--- src/rtl/mem_port_arbiter_if.sv ---
// Request/grant and memory-side signals shared by the fetch/LS arbiter.
// master: requesters plus memory environment; slave: the arbiter itself.
interface mem_port_arbiter_if #(
  parameter int unsigned ADDR_W = 32,
  parameter int unsigned DATA_W = 32
);
  localparam int unsigned BeW = DATA_W / 8;

  logic              if_req;
  logic [ADDR_W-1:0] if_addr;
  logic              if_gnt;
  logic              if_rvalid;
  logic [DATA_W-1:0] if_rdata;

  logic              ls_req;
  logic              ls_we;
  logic [ADDR_W-1:0] ls_addr;
  logic [DATA_W-1:0] ls_wdata;
  logic [BeW-1:0]    ls_be;
  logic              ls_gnt;
  logic              ls_rvalid;
  logic [DATA_W-1:0] ls_rdata;

  logic              mem_en;
  logic              mem_we;
  logic [ADDR_W-1:0] mem_addr;
  logic [DATA_W-1:0] mem_wdata;
  logic [BeW-1:0]    mem_be;
  logic [DATA_W-1:0] mem_rdata;

  modport master (
    output if_req, if_addr, ls_req, ls_we, ls_addr, ls_wdata, ls_be, mem_rdata,
    input  if_gnt, if_rvalid, if_rdata, ls_gnt, ls_rvalid, ls_rdata,
    input  mem_en, mem_we, mem_addr, mem_wdata, mem_be
  );

  modport slave (
    input  if_req, if_addr, ls_req, ls_we, ls_addr, ls_wdata, ls_be, mem_rdata,
    output if_gnt, if_rvalid, if_rdata, ls_gnt, ls_rvalid, ls_rdata,
    output mem_en, mem_we, mem_addr, mem_wdata, mem_be
  );
endinterface

--- src/rtl/mem_port_arbiter.sv ---
// Two-requester arbiter for a single-port synchronous memory: LS has priority,
// a starvation counter forces a fetch grant, and read returns are routed by owner.
module mem_port_arbiter #(
  parameter int unsigned ADDR_W     = 32,
  parameter int unsigned DATA_W     = 32,
  parameter int unsigned RD_LAT     = 1,
  parameter int unsigned STARVE_MAX = 4
) (
  input  logic              clk,
  input  logic              rst,
  mem_port_arbiter_if.slave bus
);
  localparam int unsigned BeW       = DATA_W / 8;
  localparam logic [3:0]  StarveMax = 4'(STARVE_MAX);

  logic              if_gnt;
  logic              ls_gnt;
  logic              starve_hit;
  logic              rd_push;
  logic              if_rvalid;
  logic              ls_rvalid;
  logic [3:0]        starve_cnt_q;
  logic [3:0]        starve_cnt_d;
  // Return pipeline; owner bit 1 = LS, 0 = IF.
  logic [RD_LAT-1:0] ret_valid_q;
  logic [RD_LAT-1:0] ret_owner_q;

  assign starve_hit = bus.if_req && (starve_cnt_q == StarveMax);

  // Grants are held off entirely while reset is asserted.
  always_comb begin
    if_gnt = 1'b0;
    ls_gnt = 1'b0;
    if (rst) begin
      if (bus.ls_req && !starve_hit) begin
        ls_gnt = 1'b1;
      end else if (bus.if_req) begin
        if_gnt = 1'b1;
      end
    end
  end

  always_comb begin
    bus.mem_en    = 1'b0;
    bus.mem_we    = 1'b0;
    bus.mem_addr  = '0;
    bus.mem_wdata = '0;
    bus.mem_be    = '0;
    if (ls_gnt) begin
      bus.mem_en    = 1'b1;
      bus.mem_we    = bus.ls_we;
      bus.mem_addr  = bus.ls_addr;
      bus.mem_wdata = bus.ls_wdata;
      bus.mem_be    = bus.ls_be;
    end else if (if_gnt) begin
      bus.mem_en   = 1'b1;
      bus.mem_addr = bus.if_addr;
      bus.mem_be   = {BeW{1'b1}};
    end
  end

  always_comb begin
    starve_cnt_d = starve_cnt_q;
    if (if_gnt || !bus.if_req) begin
      starve_cnt_d = '0;
    end else if (ls_gnt && (starve_cnt_q != StarveMax)) begin
      starve_cnt_d = starve_cnt_q + 4'd1;
    end
  end

  assign rd_push = if_gnt || (ls_gnt && !bus.ls_we);

  always_ff @(posedge clk or negedge rst) begin
    if (!rst) begin
      starve_cnt_q <= '0;
      ret_valid_q  <= '0;
      ret_owner_q  <= '0;
    end else begin
      starve_cnt_q   <= starve_cnt_d;
      ret_valid_q[0] <= rd_push;
      ret_owner_q[0] <= ls_gnt;
      for (int i = 1; i < int'(RD_LAT); i++) begin
        ret_valid_q[i] <= ret_valid_q[i-1];
        ret_owner_q[i] <= ret_owner_q[i-1];
      end
    end
  end

  assign if_rvalid = ret_valid_q[RD_LAT-1] && !ret_owner_q[RD_LAT-1];
  assign ls_rvalid = ret_valid_q[RD_LAT-1] &&  ret_owner_q[RD_LAT-1];

  assign bus.if_gnt    = if_gnt;
  assign bus.ls_gnt    = ls_gnt;
  assign bus.if_rvalid = if_rvalid;
  assign bus.ls_rvalid = ls_rvalid;
  assign bus.if_rdata  = if_rvalid ? bus.mem_rdata : '0;
  assign bus.ls_rdata  = ls_rvalid ? bus.mem_rdata : '0;
endmodule

--- src/flat_wrapper.sv ---
// flat-port wrapper written by rule: the top's interface ports become plain ports
module mem_port_arbiter_flat 
#(
  parameter int unsigned ADDR_W     = 32,
  parameter int unsigned DATA_W     = 32,
  parameter int unsigned RD_LAT     = 1,
  parameter int unsigned STARVE_MAX = 4
)
  (clk, rst, bus_if_req, bus_if_addr, bus_ls_req, bus_ls_we, bus_ls_addr, bus_ls_wdata, bus_ls_be, bus_mem_rdata, bus_if_gnt, bus_if_rvalid, bus_if_rdata, bus_ls_gnt, bus_ls_rvalid, bus_ls_rdata, bus_mem_en, bus_mem_we, bus_mem_addr, bus_mem_wdata, bus_mem_be);
  mem_port_arbiter_if #(.ADDR_W(ADDR_W), .DATA_W(DATA_W)) bus_i ();
  input  logic clk;
  input  logic rst;
  input wire logic [$bits(bus_i.if_req)-1:0] bus_if_req;
  input wire logic [$bits(bus_i.if_addr)-1:0] bus_if_addr;
  input wire logic [$bits(bus_i.ls_req)-1:0] bus_ls_req;
  input wire logic [$bits(bus_i.ls_we)-1:0] bus_ls_we;
  input wire logic [$bits(bus_i.ls_addr)-1:0] bus_ls_addr;
  input wire logic [$bits(bus_i.ls_wdata)-1:0] bus_ls_wdata;
  input wire logic [$bits(bus_i.ls_be)-1:0] bus_ls_be;
  input wire logic [$bits(bus_i.mem_rdata)-1:0] bus_mem_rdata;
  output wire logic [$bits(bus_i.if_gnt)-1:0] bus_if_gnt;
  output wire logic [$bits(bus_i.if_rvalid)-1:0] bus_if_rvalid;
  output wire logic [$bits(bus_i.if_rdata)-1:0] bus_if_rdata;
  output wire logic [$bits(bus_i.ls_gnt)-1:0] bus_ls_gnt;
  output wire logic [$bits(bus_i.ls_rvalid)-1:0] bus_ls_rvalid;
  output wire logic [$bits(bus_i.ls_rdata)-1:0] bus_ls_rdata;
  output wire logic [$bits(bus_i.mem_en)-1:0] bus_mem_en;
  output wire logic [$bits(bus_i.mem_we)-1:0] bus_mem_we;
  output wire logic [$bits(bus_i.mem_addr)-1:0] bus_mem_addr;
  output wire logic [$bits(bus_i.mem_wdata)-1:0] bus_mem_wdata;
  output wire logic [$bits(bus_i.mem_be)-1:0] bus_mem_be;
  assign bus_i.if_req = bus_if_req;
  assign bus_i.if_addr = bus_if_addr;
  assign bus_i.ls_req = bus_ls_req;
  assign bus_i.ls_we = bus_ls_we;
  assign bus_i.ls_addr = bus_ls_addr;
  assign bus_i.ls_wdata = bus_ls_wdata;
  assign bus_i.ls_be = bus_ls_be;
  assign bus_i.mem_rdata = bus_mem_rdata;
  assign bus_if_gnt = bus_i.if_gnt;
  assign bus_if_rvalid = bus_i.if_rvalid;
  assign bus_if_rdata = bus_i.if_rdata;
  assign bus_ls_gnt = bus_i.ls_gnt;
  assign bus_ls_rvalid = bus_i.ls_rvalid;
  assign bus_ls_rdata = bus_i.ls_rdata;
  assign bus_mem_en = bus_i.mem_en;
  assign bus_mem_we = bus_i.mem_we;
  assign bus_mem_addr = bus_i.mem_addr;
  assign bus_mem_wdata = bus_i.mem_wdata;
  assign bus_mem_be = bus_i.mem_be;
  mem_port_arbiter #(.ADDR_W(ADDR_W), .DATA_W(DATA_W), .RD_LAT(RD_LAT), .STARVE_MAX(STARVE_MAX)) u_core (.clk(clk), .rst(rst), .bus(bus_i));
endmodule
--- config.mk ---
export PLATFORM = sky130hd
export DESIGN_NAME = mem_port_arbiter_flat
export DESIGN_NICKNAME = d
export VERILOG_FILES = /design/src/rtl/mem_port_arbiter_if.sv /design/src/rtl/mem_port_arbiter.sv /design/src/flat_wrapper.sv
export SDC_FILE = /design/constraint.sdc
export NUM_CORES = 1
export LEC_CHECK = 0
export CAP_MARGIN = 20
export CORE_AREA = 5 5 104 106
export DETAILED_ROUTE_END_ITERATION = 8
export DIE_AREA = 0 0 109 111
export PLACE_DENSITY = 0.64
export SYNTH_ARGS = -nofsm -noshare
export SYNTH_HDL_FRONTEND = slang
export SYNTH_SLANG_ARGS = --single-unit
--- constraint.sdc ---
create_clock -name clk -period 2 [get_ports clk]
set_input_delay 0.3 -clock clk [delete_from_list [all_inputs] [get_ports clk]]
set_output_delay 0.3 -clock clk [all_outputs]
set_load 0.01 [all_outputs]
---- Yosys cells after proc, flatten, opt, wreduce, memory -nomap -nowiden ----
Index checks and enable logic that the tools add are counted.
cells by class
  eq/ne operators ......................... 2
  add/subtract/negate cells ............... 1
  reduce and logical (&&, ||, !) cells .... 13
  multiplexer cells ....................... 17
operators with widths
  cell                 number
  $mux 32              5
  $mux 4               4
  $mux 1               8
  $logic_and 1x1->1    6
  $add 4x1->4 const B  1
  $eq 4x3->1 const B   1
  $logic_not 1->1      4
  $ne 4x3->1 const B   1
  $logic_or 1x1->1     2
  $reduce_bool 2->1    1
storage, ports and cells
  logic and storage cells ................. 36
  output and inout port bits .............. 138
  register bits ........................... 6

---- Longest topological paths before layout ----
  word-level depth ........................ 9
  mapped depth ............................ 7
  depth with buffers taken out ............ 5

---- Least setup slack after synthesis ----
OpenSTA, ideal clock, no wires.
  kind .................................... register to output
  from .................................... reg u_core.starve_cnt_q[0]
  to ...................................... out bus_mem_addr[10]
  slack ................................... 0.270 ns
  path buffers ............................ 2
  arrival ................................. 1.430 ns
  stages on the path, launching flop included .. 8
  data required time ...................... 1.700 ns
  cells stage by stage .................... dfrtp_1 inv_1 ha_1 nand3b_4 o211a_1 buf_6 buf_6 a22o_1
on the way
  word-level cells in the longest chain between the ends .. 8
ends and longest elaborated chain
  element                   RTL line                source
  start: declaration        mem_port_arbiter.sv:22  logic [3:0] starve_cnt_q;
  start signal: assignment  mem_port_arbiter.sv:79  starve_cnt_q <= starve_cnt_d;
  $eq 4x3->1 (*)            mem_port_arbiter.sv:28  assign starve_hit = bus.if_req && (starve_cnt_q == StarveMax);
  $logic_and 1x1->1 (*)     mem_port_arbiter.sv:28
  $logic_not 1->1 (*)       mem_port_arbiter.sv:35  if (bus.ls_req && !starve_hit) begin
  $logic_and 1x1->1 (*)     mem_port_arbiter.sv:35
  $mux 1                    mem_port_arbiter.sv:35
  $mux 1                    mem_port_arbiter.sv:34  if (rst) begin
  $mux 32                   mem_port_arbiter.sv:55  end else if (if_gnt) begin
  $mux 32 (*)               mem_port_arbiter.sv:49  if (ls_gnt) begin
  end: declaration          flat_wrapper.sv:29      output wire logic [$bits(bus_i.mem_addr)-1:0] bus_mem_addr;
Every way passes the cells marked *; elsewhere a longest branch is shown, timed or not.

---- Final worst setup path ----
  from .................................... reg u_core.starve_cnt_q[0]
  to ...................................... out bus_mem_addr[1]
Same word-level chain as after synthesis.

==> results.md <==
Power:
- The sequential cell fraction of total power is 11.1%.
- The clock network accounts for 15.4% of the total power.
- The worst-case IR drop observed on VDD is 0.1587 mV.
- The internal portion of the total power is 813.7 µW.
- The switching power as a share of total power is 30.58%.
- The power spent charging and discharging nets is 358.4 µW.
- In this run, the combinational gates consume 73.5% of the power.
- Power spread over the standard cell area amounts to 244.8 nW/µm².
- The leakage power total is 2.727 nW.

Timing:
- The final period demand of the worst path is 2.083 ns.
- The final clock period utilization by the worst path is 104.1%.
- The final critical-path setup slack is -0.08296 ns.
- Derived from the worst setup path, the maximum achievable clock frequency is 0.4801 GHz.
- Adding up every negative setup slack in the final design gives -1.874 ns.
- In this run the tightest slew margin relative to its limit is 81.26%.
- The final number of setup-violating endpoints is 35.
- At the pin with the least slew margin, the transition time is 0.2775 ns.
- Setup repair after global routing could not meet its margin everywhere.
- The number of pins exceeding their max-slew limit in the final report came to 0.
- The final-report hold violation count is 0.
- The worst setup skew after layout is 0.003438 ns.

Worst setup path:
- The number of buffers and inverters on the critical path is 3.
- The signal arrival time at the worst endpoint is 1.78 ns.
- Along the worst path, the maximum fanout reaches 12.
- Traced cell by cell, the critical path runs through inv_2 > ha_4 > nand3b_4 > o211a_4 > clkbuf_16 > a22o_1 > buf_2.
- Data on the critical path is required at its endpoint by 1.70 ns.
- The standard cell with the maximum stage delay on the critical path is sky130_fd_sc_hd__dfrtp_1.
- The worst setup path is of the register to primary output kind.
- The startpoint kind of the worst setup timing path is a register.
- Broken down by cell family, the worst path's largest delay share belongs to compound AO/OA/AOI/OAI gates.
- STA classifies the critical path endpoint as a primary output.
- On the worst path, the slowest cell contributes a delay of 0.38 ns.
- For flop-to-flop paths, the worst setup slack is 0.53 ns.

Detailed routing:
- The detailed-route via count is 2630.
- The average routed wire per standard cell is 17.83 µm.
- The detailed-route wire length is 10960 µm.
- The count of antenna-violating nets left after detailed routing is 0.
- For this run, design rule violations remaining after detail routing come to 0.
- The number of detailed-routing iterations run before antenna repair is 4.
- The violation count after the first detailed-routing iteration is 111.
- In the routed layout, each cell is associated on average with a via count of 4.276.

Synth:
- The number of distinct library cells after synthesis is 25.
- Of the total synthesized cell area, the portion taken by full adders, half adders and majority gates is 1.784%.
- The number of instances in the synthesized netlist is 190.
- The most common flop cell mapped by yosys is sky130_fd_sc_hd__dfrtp_1.
- The post-synthesis instance area is 1403 µm².
- Counting flops with an async set or reset pin after synthesis yields a share of 100.0%.
- The xor and xnor area share after synthesis is 0%.
- The number of synthesized register bits is 6.
- Of the total synthesized cell area, the portion taken by AND, OR, NAND and NOR gates is 50.58%.
- The synthesized design contains 0 enable-type register cells.
- After synthesis, the largest family of logic cells by area is simple AND/OR/NAND/NOR gates.
- The average footprint of a synthesized cell is 7.382 µm².
- The Yosys step of the flow raised 0 warnings.
- The synthesized netlist devotes 26.58% of its cell area to compound gates.
- The share of synthesized area spent on multiplexers is 0%.
- The post-synthesis sequential area ratio is 10.70%.
- When the netlist entered floorplanning its net count stood at 329.

Die:
- Once the floorplan was initialized, standard cells occupied 14.48% of the core.
- The chip height is 111 µm.
- The die covers 12100 µm².
- The die width is 109 µm.
- For this design the top-level I/O count stands at 275.
- The initialized floorplan defines 36 standard-cell rows.
- The core box area is 9684 µm².

Final layout:
- The top cell types in the final layout, fill and taps aside, are sky130_fd_sc_hd__clkdlybuf4s50_1 (168), sky130_fd_sc_hd__buf_6 (39), sky130_fd_sc_hd__and2_1 (34), sky130_fd_sc_hd__buf_2 (34), sky130_fd_sc_hd__and3_1 (33).
- The share of the core filled with cells in the final layout is 49.44%.
- The diode insertion count for antenna repair is 0.
- Leaving out fill and tap cells, the most frequent cell in the layout is sky130_fd_sc_hd__clkdlybuf4s50_1.
- The number of nets in the finished design is 623.
- The post-route non-filler standard cell count is 615.
- The synthesis-to-layout area growth is 241.4%.
- The fraction of layout instances using a drive strength above 1 is 30.71%.

Global route:
- After global routing the overflow that remains totals 0.
- The number of antenna violations at the first check in global routing is 0.
- The number of global-route vias before repair was 2657.
- The global routing stage identified its most utilized layer as met2.
- For met3 alone, demand over resource in global routing was 5.009%.
- Entering global routing, the biggest net connects 49 pins.
- Global routing used 14.17% of the available tracks.
- The met2 demand-to-capacity share in global routing is 28.58%.
- The fraction of met1 tracks used by global routing is 13.12%.
- The first-pass GRT wire length is 13700 µm.

Clocking:
- In this run, post-CTS hold repair placed 0 buffers.
- The number of levels the H-tree was split into is 1.
- The buffer levels on the longest clock path is 2.
- The number of buffers created by CTS is 3.
- At the later pin of the worst-skew pair, clock insertion delay measures 0.22 ns.
- The number of sinks driven by the clock tree is 6.
- In this run the clock root is driven by a sky130_fd_sc_hd__clkbuf_8.
- After clock tree synthesis, the clock-pin slew on the worst setup and hold paths is 0.04 ns.
- TritonCTS built the clock tree.

Place:
- The HPWL after detailed placement is 8160 µm.
- The congestion estimate from routability-driven global placement came to 0.7609.
- The count of buffers inserted at the top-level ports is 274.
- The cell count after placement is 595.

Status:
- The final reports fail on negative setup slack.
- The flow ran to the end, but the final reports show violations.

Run:
- The tool flagged a number of max-cap violations equal to 0.

Min path:
- The min-delay analysis places its worst path in the category input pin to async pin.
## area by class of cell
cell class	count	area (µm²)
repair buffers	309	3171
multi-input cells	160	1245
well taps	133	166.4
clock buffers	3	41.29
flip-flops and latches	6	150.1
fillers	920	4896
inverters	4	15.01
## metrics by stage
| step | power, mW | area [µm²] | hold WS, ns | setup slack [ns] |
|---|---|---|---|---|
| after global routing | 1.245 | 4788 | 0.2733 | -0.1427 |
| after floorplan | 0.3641 | 1403 | 0.004409 | 0.2701 |
| final | 1.172 | 4788 | 0.2679 | -0.08296 |
| after CTS | 1.075 | 4262 | 0.1957 | -0.1185 |
| after global placement | 0.9224 | 4365 | 0.5658 | -0.3416 |
| after detailed placement | 0.9287 | 4365 | 0.5580 | -0.3645 |
## cell usage after synthesis, types with 2 or more instances
cell                       instances  area [µm²]
sky130_fd_sc_hd__nand4b_1          2       17.52
sky130_fd_sc_hd__dfrtp_1           6       150.1
sky130_fd_sc_hd__a21o_1            5       37.54
sky130_fd_sc_hd__inv_1             4       15.01
sky130_fd_sc_hd__nand2_1           3       11.26
sky130_fd_sc_hd__o21ai_0           2       10.01
sky130_fd_sc_hd__buf_2             2       10.01
sky130_fd_sc_hd__buf_6             5       56.30
sky130_fd_sc_hd__a22o_1           32       280.3
sky130_fd_sc_hd__and2_1           66       412.9
sky130_fd_sc_hd__buf_4             3       22.52
sky130_fd_sc_hd__nand3_1           3       15.01
sky130_fd_sc_hd__ha_1              2       25.02
sky130_fd_sc_hd__nor2b_1           2       12.51
sky130_fd_sc_hd__and3_1           33       206.5
sky130_fd_sc_hd__clkbuf_1         11       41.29
## sequential cells by signal, summed over array words and instances, names as in the netlist
name                 flops
u_core.ret_owner_q       1
u_core.starve_cnt_q      4
u_core.ret_valid_q       1
## metal layers
metal  wire length [µm]  part of all wire, %  vias up
li1                   -                    -     1273
met1               3562                   32     1179
met2               6038                   55      172
met3               1298                   12        6
met4                 64                 0.58        0
met5                  0                    0        -
## kinds of logic (layout without fill, tap and decap cells)
kind of cell | count (synthesis) | after routing
AOI/OAI and AO/OA | 45 | 46
DFF | 6 | 6
and+or+nand+nor | 112 | 112
adders and majority gates | 2 | 2
buffers and inverters | 25 | 316
## final timing paths
kind                                             start                     end  cells past startpoint
worst min register to register  u_core.starve_cnt_q[3]  u_core.starve_cnt_q[3]                      2
worst max-delay path            u_core.starve_cnt_q[0]         bus_mem_addr[1]                      7
max in group asynchronous                          rst  u_core.starve_cnt_q[2]                      2
min in group clk                u_core.starve_cnt_q[3]  u_core.starve_cnt_q[3]                      2
worst min-delay path                               rst      u_core.ret_valid_q                      2
worst max register to register  u_core.starve_cnt_q[0]  u_core.starve_cnt_q[3]                      7
## worst reg2reg max path: cells and delay by family, from the launching register on
kind / cells / cell delay, ns
simple gates: 2 / 0.20
compound gates: 1 / 0.36
fa+ha+maj: 1 / 0.16
buf+inv: 3 / 0.28
flops: 1 / 0.36
## power by group through the flow
stage	logic (mW)	registers [mW]	clock network [mW]
floorplan	0.232	0.132	0
global placement	0.793	0.130	0
detailed placement	0.799	0.130	0
CTS	0.757	0.129	0.189
global route	0.917	0.131	0.197
finish	0.861	0.130	0.181
## what timing repair did
action / in CTS / in global routing
resized for setup: 270 / 132
setup buffers: 3 / 2
endpoints found under the hold margin: 0 / 0
gates cloned: 1 / 12
pin swaps: 3 / 30
endpoints found under the setup margin: 75 / 82
(Power assumes the default switching activity.)
